### src/rtl/scan_drv_pkg.sv
// Shared state encodings and decode helpers for the scan chain driver.
package scan_drv_pkg;

    localparam logic [2:0] ST_IDLE    = 3'd0;
    localparam logic [2:0] ST_SHIFT   = 3'd1;
    localparam logic [2:0] ST_CAPTURE = 3'd2;
    localparam logic [2:0] ST_UNLOAD  = 3'd3;
    localparam logic [2:0] ST_DONE    = 3'd4;

    typedef enum logic [2:0] {
        StIdle    = ST_IDLE,
        StShift   = ST_SHIFT,
        StCapture = ST_CAPTURE,
        StUnload  = ST_UNLOAD,
        StDone    = ST_DONE
    } scan_drv_state_t;

    // States in which the chain is in shift mode (SE high).
    function automatic logic is_scan_state(input scan_drv_state_t s);
        return (s == StShift) || (s == StUnload);
    endfunction

    function automatic logic is_busy_state(input scan_drv_state_t s);
        return (s == StShift) || (s == StCapture) || (s == StUnload);
    endfunction

endpackage

### src/rtl/scan_drv_shreg.sv
// Parallel-load, MSB-first shift register; serial data enters at the LSB.
module scan_drv_shreg #(
    parameter int unsigned WIDTH = 16
) (
    input  logic             clk_i,
    input  logic             rst_ni,
    input  logic             load_i,
    input  logic [WIDTH-1:0] load_val_i,
    input  logic             shift_i,
    input  logic             ser_i,
    output logic [WIDTH-1:0] par_o,
    output logic             ser_o
);

    logic [WIDTH-1:0] data_q;
    logic [WIDTH-1:0] data_d;

    // Load wins over shift so a clear can cancel a shift in progress.
    always_comb begin
        data_d = data_q;
        if (load_i) begin
            data_d = load_val_i;
        end else if (shift_i) begin
            data_d = {data_q[WIDTH-2:0], ser_i};
        end
    end

    always_ff @(posedge clk_i or negedge rst_ni) begin
        if (!rst_ni) begin
            data_q <= '0;
        end else begin
            data_q <= data_d;
        end
    end

    assign par_o = data_q;
    assign ser_o = data_q[WIDTH-1];

endmodule

### src/rtl/scan_chain_driver.sv
// Scan-test initiator: shift in a pattern, pulse one capture cycle, shift out the response.
// Optional compare logic is enabled with `define SCAN_CHAIN_DRIVER_CMP_EN.
module scan_chain_driver
    import scan_drv_pkg::*;
#(
    parameter int unsigned CHAIN_LEN = 16,
    parameter int unsigned CNT_W     = $clog2(CHAIN_LEN + 1)
) (
    input  logic                 CLK,
    input  logic                 RSTB,
    input  logic                 start,
    input  logic                 abort,
    input  logic [CHAIN_LEN-1:0] load_data,
    input  logic                 SO,
`ifdef SCAN_CHAIN_DRIVER_CMP_EN
    input  logic [CHAIN_LEN-1:0] exp_data,
    input  logic [CHAIN_LEN-1:0] cmp_mask,
    output logic [CHAIN_LEN-1:0] fail_bits,
    output logic                 mismatch,
`endif
    output logic                 SE,
    output logic                 SI,
    output logic                 busy,
    output logic                 done,
    output logic [CHAIN_LEN-1:0] unload_data
);

    scan_drv_state_t      state_q, state_d;
    logic [CNT_W-1:0]     cnt_q, cnt_d;
    logic                 se_q, se_d;
    logic                 busy_q, busy_d;
    logic                 done_q, done_d;
    logic [CHAIN_LEN-1:0] unload_q, unload_d;

    logic                 accept;
    logic                 cancel;
    logic                 last_cnt;
    logic                 finish;
    logic [CHAIN_LEN-1:0] ld_par;
    logic [CHAIN_LEN-1:0] unl_par;
    logic                 unl_ser;
    logic [CHAIN_LEN-1:0] unload_word;

    assign accept   = (state_q == StIdle) && start && !abort;
    assign cancel   = (state_q != StIdle) && abort;
    assign last_cnt = (cnt_q == CNT_W'(CHAIN_LEN - 1));
    assign finish   = (state_q == StUnload) && (state_d == StDone);

    // The final SO bit is folded in combinationally so the full word is ready with done.
    assign unload_word = {unl_par[CHAIN_LEN-2:0], SO};

    always_comb begin
        state_d = state_q;
        if (abort) begin
            state_d = StIdle;
        end else begin
            unique case (state_q)
                StIdle:    if (start) state_d = StShift;
                StShift:   if (last_cnt) state_d = StCapture;
                StCapture: state_d = StUnload;
                StUnload:  if (last_cnt) state_d = StDone;
                StDone:    state_d = StIdle;
                default:   state_d = StIdle;
            endcase
        end
    end

    always_comb begin
        cnt_d = '0;
        if ((state_d == state_q) && is_scan_state(state_q)) begin
            cnt_d = cnt_q + CNT_W'(1);
        end
    end

    always_comb begin
        se_d     = is_scan_state(state_d);
        busy_d   = is_busy_state(state_d);
        done_d   = (state_d == StDone);
        unload_d = finish ? unload_word : unload_q;
    end

    always_ff @(posedge CLK or negedge RSTB) begin
        if (!RSTB) begin
            state_q  <= StIdle;
            cnt_q    <= '0;
            se_q     <= 1'b0;
            busy_q   <= 1'b0;
            done_q   <= 1'b0;
            unload_q <= '0;
        end else begin
            state_q  <= state_d;
            cnt_q    <= cnt_d;
            se_q     <= se_d;
            busy_q   <= busy_d;
            done_q   <= done_d;
            unload_q <= unload_d;
        end
    end

    // Pattern register drains to zero after N shifts, so SI is 0 outside SHIFT;
    // an abort clears it to keep SI low in IDLE.
    scan_drv_shreg #(
        .WIDTH (CHAIN_LEN)
    ) u_load_shreg (
        .clk_i      (CLK),
        .rst_ni     (RSTB),
        .load_i     (accept || cancel),
        .load_val_i (accept ? load_data : '0),
        .shift_i    (state_q == StShift),
        .ser_i      (1'b0),
        .par_o      (ld_par),
        .ser_o      (SI)
    );

    scan_drv_shreg #(
        .WIDTH (CHAIN_LEN)
    ) u_unload_shreg (
        .clk_i      (CLK),
        .rst_ni     (RSTB),
        .load_i     (accept),
        .load_val_i ('0),
        .shift_i    (state_q == StUnload),
        .ser_i      (SO),
        .par_o      (unl_par),
        .ser_o      (unl_ser)
    );

    logic unused_bits;
    assign unused_bits = ^{ld_par, unl_par[CHAIN_LEN-1], unl_ser};

`ifdef SCAN_CHAIN_DRIVER_CMP_EN
    logic [CHAIN_LEN-1:0] exp_q, exp_d;
    logic [CHAIN_LEN-1:0] mask_q, mask_d;
    logic [CHAIN_LEN-1:0] fail_q, fail_d;
    logic                 mismatch_q, mismatch_d;

    always_comb begin
        exp_d      = accept ? exp_data : exp_q;
        mask_d     = accept ? cmp_mask : mask_q;
        fail_d     = finish ? ((unload_word ^ exp_q) & mask_q) : fail_q;
        mismatch_d = |fail_d;
    end

    always_ff @(posedge CLK or negedge RSTB) begin
        if (!RSTB) begin
            exp_q      <= '0;
            mask_q     <= '0;
            fail_q     <= '0;
            mismatch_q <= 1'b0;
        end else begin
            exp_q      <= exp_d;
            mask_q     <= mask_d;
            fail_q     <= fail_d;
            mismatch_q <= mismatch_d;
        end
    end

    assign fail_bits = fail_q;
    assign mismatch  = mismatch_q;
`endif

    assign SE          = se_q;
    assign busy        = busy_q;
    assign done        = done_q;
    assign unload_data = unload_q;

endmodule

### config.mk
export PLATFORM = sky130hd
export DESIGN_NAME = scan_chain_driver
export DESIGN_NICKNAME = d
export VERILOG_FILES = /design/src/rtl/scan_drv_pkg.sv /design/src/rtl/scan_drv_shreg.sv /design/src/rtl/scan_chain_driver.sv
export SDC_FILE = /design/constraint.sdc
export NUM_CORES = 1
export LEC_CHECK = 0
export BUFFER_PORTS_ARGS = -buffer_cell sky130_fd_sc_hd__buf_2
export CORE_ASPECT_RATIO = 0.8
export CORE_MARGIN = 5
export CORE_UTILIZATION = 47
export DETAILED_ROUTE_END_ITERATION = 7
export PLACE_DENSITY = 0.66
export SETUP_SLACK_MARGIN = 0.3
export SLEW_MARGIN = 20
export SYNTH_ARGS = -nofsm -noshare
export SYNTH_HDL_FRONTEND = slang
export SYNTH_HIERARCHICAL = 1
export SYNTH_SLANG_ARGS = --single-unit
### constraint.sdc
create_clock -name CLK -period 5.25 [get_ports CLK]
set_input_delay 1.3125 -clock CLK [delete_from_list [all_inputs] [get_ports CLK]]
set_output_delay 1.3125 -clock CLK [all_outputs]
set_load 0.01 [all_outputs]
# --- Word level (Yosys, flattened, before mapping) ---
# Cells that the tools add are included.
word_totals:
  register_bits: 58
  input_bits: 21
  out_inout_bits: 20
  wordCells: 44
classes:
  add_sub_neg: 1
  n_eq_ne: 9
  muxes: 11
  n_reduce_logical: 15
ops:
  columns: ["cell", "count"]
  rows:
  - ["two-way mux 16 bit", 3]
  - ["two-way mux 15 bit", 2]
  - ["equality test 3 x 2 -> 1 bit, second input constant", 4]
  - ["two-way mux 3 bit", 4]
  - ["case mux 3 bit (4 select lines)", 1]
  - ["equality test 3 x 1 -> 1 bit, second input constant", 2]
  - ["adder 5 x 1 -> 5 bit, second input constant", 1]
  - ["equality test 5 x 4 -> 1 bit, second input constant", 1]
  - ["logical AND 1 bit", 5]
  - ["logical OR 1 bit", 5]
  - ["two-way mux 5 bit", 1]
  - ["nonzero test 2 bit", 2]
  - ["equality test 3 bit", 1]
  - ["equality test 3 bit, second input constant", 1]
  - ["logical NOT 3 bit", 1]
  - ["nonzero test 3 bit", 1]
  - ["logical NOT 1 bit", 1]

# --- Logic depth before layout (Yosys ltp) ---
logic_depth:
  word_depth: 7
  depth_mapped: 7

# --- Cells and area by module ---
# The synthesis kept the hierarchy.
by_module_without_submodules:
  columns: ["mod", "instances", "cells_each", "area_each_um2", "seq_area_each_um2"]
  rows:
  - ["scan_drv_shreg", 2, 70, 752.0, 400.4]
  - ["scan_chain_driver", 1, 96, 1249.9, 675.6]

# --- Worst setup path before layout ---
# Ideal clock, no wire load.
synth_path:
  kind: "input -> register"
  from: "in abort"
  to: "reg u_unload_shreg.data_q[0], in the netlist u_unload_shreg/par_o[0]"
  setup_time_ps: 135
  arrival_time_ps: 2303
  slack_ps: 2811
  path_stages: 5
  path_buffers: 2
  path_cell_list: "nand2b_1 -> nor4_4 -> buf_2 -> clkbuf_1 -> o21ai_0"
synth_via:
  elab_chain_cells: 3
synth_lines:
  columns: ["element", "line_no", "rtl"]
  rows:
  - ["start, declared", "scan_chain_driver.sv:12", "input logic abort,"]
  - ["logical NOT 1 bit (*)", "scan_chain_driver.sv:44", "assign accept = (state_q == StIdle) && start && !abort;"]
  - ["logical AND 1 bit (*)", "scan_chain_driver.sv:44", null]
  - ["net accept", "scan_chain_driver.sv:35", "logic accept;"]
  - ["two-way mux 15 bit / nonzero test 2 bit (equally long branches)", null, null]
  - ["end signal, assigned", "scan_drv_shreg.sv:32", "data_q <= data_d;"]
  - ["end, declared", "scan_drv_shreg.sv:15", "logic [WIDTH-1:0] data_q;"]
# Mark *: on every way through the listed nets, which the timed path passes. The rest lies on a longest branch.
# A chain may end at the register's enable or synchronous reset.

# --- Worst setup path after layout ---
layout_path:
  from: "in abort"
  to: "reg u_load_shreg.data_q[2], in the netlist u_load_shreg/par_o[2]"
layout_via:
  elab_chain_cells: 4
layout_lines:
  columns: ["element", "line_no"]
  rows:
  - ["logical NOT 1 bit", "scan_chain_driver.sv:44"]
  - ["logical AND 1 bit", "scan_chain_driver.sv:44"]
  - ["two-way mux 16 bit / logical OR 1 bit (equally long branches)", "scan_chain_driver.sv:108, scan_chain_driver.sv:107"]
  - ["two-way mux 16 bit / nonzero test 2 bit (equally long branches)", null]
  - ["end signal, assigned", "scan_drv_shreg.sv:32"]
  - ["end, declared", "scan_drv_shreg.sv:15"]
# Several ways; a longest one is shown, not always the timed one.

==> metrics.yaml <==
rows: 24
firstDrtPassIters: 4
mostFrequentLayoutCells: "dfrtp_1, buf_2, nand2_1, mux2i_1, o21ai_1"
slew_viol_final: 0
slew_headroom: 0.342
crit_type: "primary input to flop"
tightest_slew_ns: 0.985
antenna_found_initial: 0
ant_nets: 0
clock_latency_ns: 0.33
postCtsResizedCells: 0
hp-class: "flop to flop"
initial_core_util: 0.490
vias: 1738
syn_inst: 230
path_max_fanout: 47
fin_crit_ns: 3.04
worstSetupStartpointType: "primary input"
cts_buffer_depth: 2
fin_crit_sh: 0.580
grt_pass1_wl_um: 8340
numClockSinks: 58
clock_skew_ns: 0.00649
cap_violations: 0
ctsHoldBuffers: 0
final_common_cell: "dfrtp_1"
syn2layout_area_growth_pct: 17.6
cts_buffers: 9
setup_violations: 0
yosysWarnings: 6
hpwl_um: 3090
place_congestion: 0.702
avgRoutedWirePerCell_um: 12.7
fin_nets: 308
outcome: "complete, no violations"
rsz0062_at_grt: "no"
n_antenna_cell: 0
drt_iter0_drc: 33
leakage_nw: 1.58
required_ns: 5.41
syn_area_mm2: 0.00270
hold_start: "cnt_q[0]"
drive_gt1_frac: 0.279
fin_tns_setup_ns: 0
totalWireLength_um: 4690
place_area_mm2: 0.00297
syn_area_per_cell_um2: 11.7
port-buffer-count: 40
io_pins: 41
core-area_mm2: 0.00550
fillers: 494
worstSetupEndpointType: "flop"
fin_area_mm2: 0.00317
peakVddDrop_mv: 0.134
track_usage: 0.147
grt-ovfl-total: 0
r2r-start: "state_q[1]"
power_density_mw_per_mm2: 320
post_cts_buffers: 0
post-route-util: 0.577
max_freq_ghz: 0.329
crit_start: "abort"
die_w_um: 94.7
cts_tree: "done"
hold_viol: 0
viasPerCell: 4.72
die_area_mm2: 0.00736
die_height_um: 77.7
grt_max_degree: 59
grt_pass1_vias: 1802
path_clk_slew_ns: 0.06
power.total_mw: 1.02
ctsRootBufferMaster: "clkbuf_8"
drc: 0
h-tree-depth: 3
worstPathArrival_ns: 3.20
path summary, 6_finish.rpt:
path,end,slack (ns),cells after the start
setup / recovery,u_load_shreg/par_o[2],2.21,6
hold / removal,cnt_q[0],0.48,1
min in group asynchronous,state_q[1],1.11,2
hold reg to reg,cnt_q[0],0.48,1
max in group asynchronous,u_load_shreg/par_o[10],3.66,2
setup reg to reg,u_load_shreg/par_o[2],2.83,4
registers in the layout (all words and copies together), names as in the netlist:
signal / count
SE: 1
u_unload_shreg/par_o: 15
u_load_shreg/par_o: 16
state_q: 3
unload_data: 16
done: 1
cnt_q: 5
busy: 1
power breakdown:
part / leakage, nW / total [mW] / internal, mW / switching (mW)
logic: 0.702 / 0.0887 / 0.0392 / 0.0495
clock network: 0.105 / 0.416 / 0.242 / 0.174
registers: 0.775 / 0.511 / 0.483 / 0.0275
worst max-delay path, stage by stage:
cell,delay [ns]
buf_2,0.13
nand2b_1,0.18
nor4_4,0.14
buf_4,0.39
nand2b_1,0.80
o21ai_0,0.24
layout make-up:
type	count	area [um2]	area share
clock inverter	5	52.6	0.0166
multi-input combinational	169	1180	0.372
clock buffer	11	151	0.0478
timing repair buffer	43	223	0.0703
tap	78	97.6	0.0308
sequential	58	1450	0.458
inverter	4	15.0	0.00474
layer usage:
layer,routed length [um],vias up,track usage
met5,0,-,0
met4,27,0,0.0476
met3,235,2,0.0735
met2,2120,32,0.215
met1,2310,832,0.190
li1,-,872,-
through the flow:
step,hold slack [ns],setup WS (ns),instances
6_report,0.481,2.21,368
5_1_grt,0.501,1.94,368
4_1_cts,0.478,2.18,368
3_5_place_dp,0.469,1.82,352
3_3_place_gp,0.452,1.95,352
2_1_floorplan,0.433,2.82,245
(Power assumes the default switching activity.)
